### src/rtl/fetch_stage_if.sv
// Instruction-memory request/ready bus between the fetch stage (master) and imem (slave).
interface fetch_stage_if;
  logic [31:0] imem_addr;
  logic        imem_req;
  logic        imem_ready;
  logic [31:0] imem_rdata;

  modport master (output imem_addr, output imem_req, input imem_ready, input imem_rdata);
  modport slave  (input imem_addr, input imem_req, output imem_ready, output imem_rdata);
endinterface

### src/rtl/fetch_stage.sv
// RV32 fetch stage + IF/ID register: one instr/cycle at imem_ready=1, IF/ID loads the edge after a response.
// Backpressure: stallD parks one response in a skid buffer and drops imem_req until it drains.
module fetch_stage #(
  parameter logic [31:0] RESET_PC  = 32'h0000_0000,
  parameter logic [31:0] NOP_INSTR = 32'h0000_0013
) (
  input  logic          clk,
  input  logic          reset,
  fetch_stage_if.master imem,
  input  logic          stallD,
  input  logic          flushD,
  input  logic          redirect,
  input  logic [31:0]   redirect_pc,
  input  logic          hlt,
  output logic [31:0]   instrD,
  output logic [31:0]   pcD,
  output logic [31:0]   pcplus4D,
  output logic          validD,
  output logic          halted
);

  typedef enum logic [1:0] {FETCH, KILL, HALT} fetchState_t;

  typedef struct packed {
    logic [31:0] instr;
    logic [31:0] pc;
    logic [31:0] pcPlus4;
  } fetchEntry_t;

  fetchState_t state;
  logic [31:0] pc;
  logic [31:0] tgt;
  logic [31:0] pcPlus4;
  fetchEntry_t skidBuf;
  logic        bufValid;
  logic        haltPend;
  logic        rsp;
  logic        pending;
  logic        enterHalt;
  logic        doRedirect;

  assign imem.imem_req  = (state != HALT) && !bufValid && reset;
  assign imem.imem_addr = pc;
  assign pcPlus4        = pc + 32'd4;

  // Halt entry outranks redirect; a redirect alongside hlt is dropped.
  always_comb begin
    rsp        = imem.imem_req && imem.imem_ready;
    pending    = imem.imem_req && !imem.imem_ready;
    enterHalt  = (state != HALT) && haltPend && !pending;
    doRedirect = (state != HALT) && redirect && !hlt && !enterHalt;
  end

  always_ff @(posedge clk or negedge reset) begin
    if (!reset) begin
      state    <= FETCH;
      pc       <= RESET_PC;
      tgt      <= '0;
      skidBuf  <= '0;
      bufValid <= 1'b0;
      haltPend <= 1'b0;
      instrD   <= NOP_INSTR;
      pcD      <= '0;
      pcplus4D <= '0;
      validD   <= 1'b0;
      halted   <= 1'b0;
    end else begin
      haltPend <= haltPend | hlt;
      if (enterHalt) begin
        state    <= HALT;
        halted   <= 1'b1;
        bufValid <= 1'b0;
        if (flushD) begin
          instrD <= NOP_INSTR;
          validD <= 1'b0;
        end
      end else if (state == HALT) begin
        if (flushD) begin
          instrD <= NOP_INSTR;
          validD <= 1'b0;
        end
      end else if (doRedirect) begin
        instrD   <= NOP_INSTR;
        validD   <= 1'b0;
        bufValid <= 1'b0;
        // An in-flight request must complete at the old address before retargeting.
        if (pending) begin
          tgt   <= redirect_pc;
          state <= KILL;
        end else begin
          pc    <= redirect_pc;
          state <= FETCH;
        end
      end else if (state == KILL) begin
        if (rsp) begin
          pc    <= tgt;
          state <= FETCH;
        end
        if (flushD) begin
          instrD <= NOP_INSTR;
          validD <= 1'b0;
        end
      end else begin
        if (rsp) begin
          pc <= pcPlus4;
          if (!stallD) begin
            instrD   <= imem.imem_rdata;
            pcD      <= pc;
            pcplus4D <= pcPlus4;
            validD   <= 1'b1;
          end else begin
            skidBuf  <= '{instr: imem.imem_rdata, pc: pc, pcPlus4: pcPlus4};
            bufValid <= 1'b1;
            if (flushD) begin
              instrD <= NOP_INSTR;
              validD <= 1'b0;
            end
          end
        end else if (bufValid && !stallD) begin
          instrD   <= skidBuf.instr;
          pcD      <= skidBuf.pc;
          pcplus4D <= skidBuf.pcPlus4;
          validD   <= 1'b1;
          bufValid <= 1'b0;
        end else if (flushD) begin
          instrD <= NOP_INSTR;
          validD <= 1'b0;
        end
      end
    end
  end

endmodule

### src/flat_wrapper.sv
// flat-port wrapper written by rule: the top's interface ports become plain ports
module fetch_stage_flat 
#(
  parameter logic [31:0] RESET_PC  = 32'h0000_0000,
  parameter logic [31:0] NOP_INSTR = 32'h0000_0013
)
  (clk, reset, stallD, flushD, redirect, redirect_pc, hlt, instrD, pcD, pcplus4D, validD, halted, imem_imem_addr, imem_imem_req, imem_imem_ready, imem_imem_rdata);
  fetch_stage_if imem_i ();
  input  logic clk;
  input  logic reset;
  input  logic stallD;
  input  logic flushD;
  input  logic redirect;
  input  logic [31:0] redirect_pc;
  input  logic hlt;
  output logic [31:0] instrD;
  output logic [31:0] pcD;
  output logic [31:0] pcplus4D;
  output logic validD;
  output logic halted;
  output wire logic [$bits(imem_i.imem_addr)-1:0] imem_imem_addr;
  output wire logic [$bits(imem_i.imem_req)-1:0] imem_imem_req;
  input wire logic [$bits(imem_i.imem_ready)-1:0] imem_imem_ready;
  input wire logic [$bits(imem_i.imem_rdata)-1:0] imem_imem_rdata;
  assign imem_imem_addr = imem_i.imem_addr;
  assign imem_imem_req = imem_i.imem_req;
  assign imem_i.imem_ready = imem_imem_ready;
  assign imem_i.imem_rdata = imem_imem_rdata;
  fetch_stage #(.RESET_PC(RESET_PC), .NOP_INSTR(NOP_INSTR)) u_core (.clk(clk), .reset(reset), .imem(imem_i), .stallD(stallD), .flushD(flushD), .redirect(redirect), .redirect_pc(redirect_pc), .hlt(hlt), .instrD(instrD), .pcD(pcD), .pcplus4D(pcplus4D), .validD(validD), .halted(halted));
endmodule
### config.mk
export PLATFORM = sky130hd
export DESIGN_NAME = fetch_stage_flat
export DESIGN_NICKNAME = d
export VERILOG_FILES = /design/src/rtl/fetch_stage_if.sv /design/src/rtl/fetch_stage.sv /design/src/flat_wrapper.sv
export SDC_FILE = /design/constraint.sdc
export NUM_CORES = 1
export LEC_CHECK = 0
export BUFFER_PORTS_ARGS = -buffer_cell sky130_fd_sc_hd__buf_4
export CELL_PAD_IN_SITES_DETAIL_PLACEMENT = 2
export CELL_PAD_IN_SITES_GLOBAL_PLACEMENT = 2
export CORE_MARGIN = 2
export CORE_UTILIZATION = 35
export DETAILED_ROUTE_END_ITERATION = 8
export PLACE_DENSITY = 0.86
export SETUP_SLACK_MARGIN = 0.02
export SLEW_MARGIN = 30
export SYNTH_ARGS = -nofsm -noshare
export SYNTH_HDL_FRONTEND = slang
export SYNTH_SLANG_ARGS = --single-unit
### constraint.sdc
create_clock -name clk -period 6.95 [get_ports clk]
set_clock_uncertainty 0.1 [all_clocks]
set_input_delay 1.39 -clock clk [delete_from_list [all_inputs] [get_ports clk]]
set_output_delay 1.39 -clock clk [all_outputs]
set_load 0.02 [all_outputs]
==> results.md <==
- Final Max Tran Viols: 0
- Worst-Margin Slew: 873 ps
- Site Rows: between 60 and 70
- Initial Util: 35.7%
- DR WL/cell: approximately 23 um
- Sum Neg Setup Slack: 0 ps
- CP startpoint kind: input pin
- Dpl ws: 2120 ps
- Worst Path Arrival: between 2000 and 3000 ps
- First-pass GRT wire length: roughly 70 mm
- Routed WL: 43.3 mm
- Switching power total: 1.92 mW
- Vias/cell: 5.53
- Post-Route Utilization: 44.1%
- Synth Flop Type: dfrtp_1
- Initial antenna violation count: 2
- Seq pwr share: 41.9%
- Fin crit share: 58.7%
- Post-CTS setup buffer count: 0
- Status: completed
- Post-Syn Instances: 1267
- Fin nets: 1489
- Grt ovf: 0
- Period minus WS final: 4080 ps
- Non-filler cells, final: 1882
- Mapped Area: 12000 um2
- Sequential area share after synthesis: a little over half
- Largest driver fanout on the critical path: 60
- Post-synth ARST share: 100%
- Yosys warns: 0
- Achievable Freq: 245 MHz
- Area growth syn-to-layout: 23.5%
- CTS H-Tree Depth: 1
- Post-synth EDFFs: 0
- Syn Area/Cell: 9.46 um2
- Post_cts resized: 0
- Crit. End Element: output pin
- P per Cell Area: between 300 and 400 nW/um2
- Vias in the first global route: 11400
- Fin. Hold Viols: 0
- Final ANT Viol Nets: 0
- Worst path required time: 5460 ps
- Clk Latency, worst-skew pair: around 550 ps
- Seq cells post-synth: 258
- CTS Buffer Depth: 3
- Synth cell types: 63
- DRT Pass-1 Iters: 5
- GRT Util Overall: between 20% and 30%
- Pint: 3.48 mW
- CTS root buffer: clkbuf_16
- Clk pwr share: 29.1%
- Hold Path Class: register to register
- DRC: 0
- Combinational power share: 29.0%
- Die Ht: 189 um
- Routability cong.: roughly 0.81
- CTS tree: yes
- Die width: 189 um
- Max VDD drop: between 0.0002 and 0.00025 V
- Worst setup margin: ~2900 ps
- Dpl hpwl: about 29 mm
- Pwr Total: approximately 5.4 mW
- Placeable core area: between 30000 and 40000 um2
- Initial DRC Count: around 500
- Clock Sinks: between 200 and 300
- Clock slew at reported path FFs: 60 ps
- Rel. slew slack: between 40% and 50%
- Setup-failing EPs final: 0
- Pin count of the biggest net entering global routing: 109
- Leak: roughly 6.8 nW
- Syn nets: 1342
- Total number of vias: 10400
- Layout cells sized above 1: 23.2%
- Total CTS buffers: 29
- Sw Share: 35.6%
- # hold bufs at CTS: 0
- RSZ-0062 raised after global routing: no
- Crit Path Category: input pin to output pin
- I/O Buffers: about 200
- Inst Count DP: 1829
- Die Footprint: 35700 um2
- I/O pins: 202
- Max Cap Viol: 0
cells in the final DEF (no fill, tap or decap), types with 16 or more instances in the layout:
| cell | count |
|---|---|
| nand3_1 | 18 |
| nand2_1 | 326 |
| inv_1 | 18 |
| xnor2_1 | 18 |
| o2bb2ai_1 | 33 |
| clkbuf_16 | 29 |
| a31oi_1 | 26 |
| a21oi_1 | 38 |
| nor2_1 | 65 |
| a22oi_1 | 34 |
| mux2_2 | 31 |
| dfrtp_1 | 255 |
| o21ai_0 | 90 |
| buf_4 | 217 |
| mux2i_1 | 16 |
cells in the mapped netlist (all sizes together), types with 21 or more instances:
cell type | count | area, um2
a21oi | 40 | 211
nor2 | 69 | 259
mux2 | 31 | 349
buf | 35 | 203
clkbuf | 72 | 270
a31oi | 26 | 163
nand2 | 327 | 1230
a22oi | 35 | 268
o21ai | 91 | 455
dfrtp | 255 | 6380
o2bb2ai | 33 | 289
nand3 | 21 | 115
layer usage:
metal  GRT usage, %  wire [um]  up-vias
met5              0         16        -
met4           7.72       1410        2
met3           4.34       2160       90
met2           41.7      21500      259
met1           31.5      18200     5383
li1               -          -     4678
state kept, by name (all words and copies together), names as in the netlist:
register               count
u_core.pcD                30
u_core.pcplus4D           32
u_core.haltPend            1
u_core.tgt                32
u_core.skidBuf            94
u_core.instrD             32
u_core.imem.imem_addr     32
u_core.bufValid            1
u_core.halted              1
u_core.state               2
u_core.validD              1
power by group through the flow:
stage	registers [mW]	logic, mW	clock network (mW)
2_1_floorplan	2.35	0.770	0
3_3_place_gp	2.25	1.47	0
3_5_place_dp	2.29	1.55	0
4_1_cts	2.27	1.58	1.60
5_1_grt	2.32	1.72	1.66
6_report	2.26	1.56	1.57
final timing paths:
path,from,end,slack (ps),depth (start not counted)
setup / recovery,reset,imem_imem_req,2870,5
hold / removal,u_core.skidBuf[45],u_core.skidBuf[45],370,2
setup reg to reg,u_core.state[0],u_core.imem.imem_addr[8],3540,8
hold reg to reg,u_core.skidBuf[45],u_core.skidBuf[45],370,2
max in group asynchronous,reset,u_core.pcplus4D[6],4390,3
min in group asynchronous,reset,u_core.tgt[11],660,1
logic make-up after synthesis:
group	after synthesis	share of synthesized area (%)
buffers and inverters	125	4.51
xor gates and xnor gates	25	1.83
muxes	47	4.25
and+or+nand+nor	503	18.3
adders and majority gates	4	0.418
DFF	258	53.9
AOI/OAI and AO/OA	305	16.8
critical path, stage by stage:
cell and delay, ps:
buf_8 320, buf_4 360, nand2b_1 140, nor2_1 150
buf_4 170
through the flow:
step / hold WS, ps / instance area [um2]
floorplan: 338 / 12000
CTS: 369 / 14800
global route: 385 / 14800
finish: 366 / 14800
global placement: 349 / 13800
detailed placement: 355 / 13800
cell type report:
type	instances	area [um2]
fill	3589	18800
antenna	1	2.50
multi-input combinational	884	5030
inverter	18	67.6
clock inverter	8	96.3
sequential	258	6460
clock buffer	42	865
tap	448	561
timing repair buffer	223	1730
No activity file was read; power rests on OpenSTA's default activity.
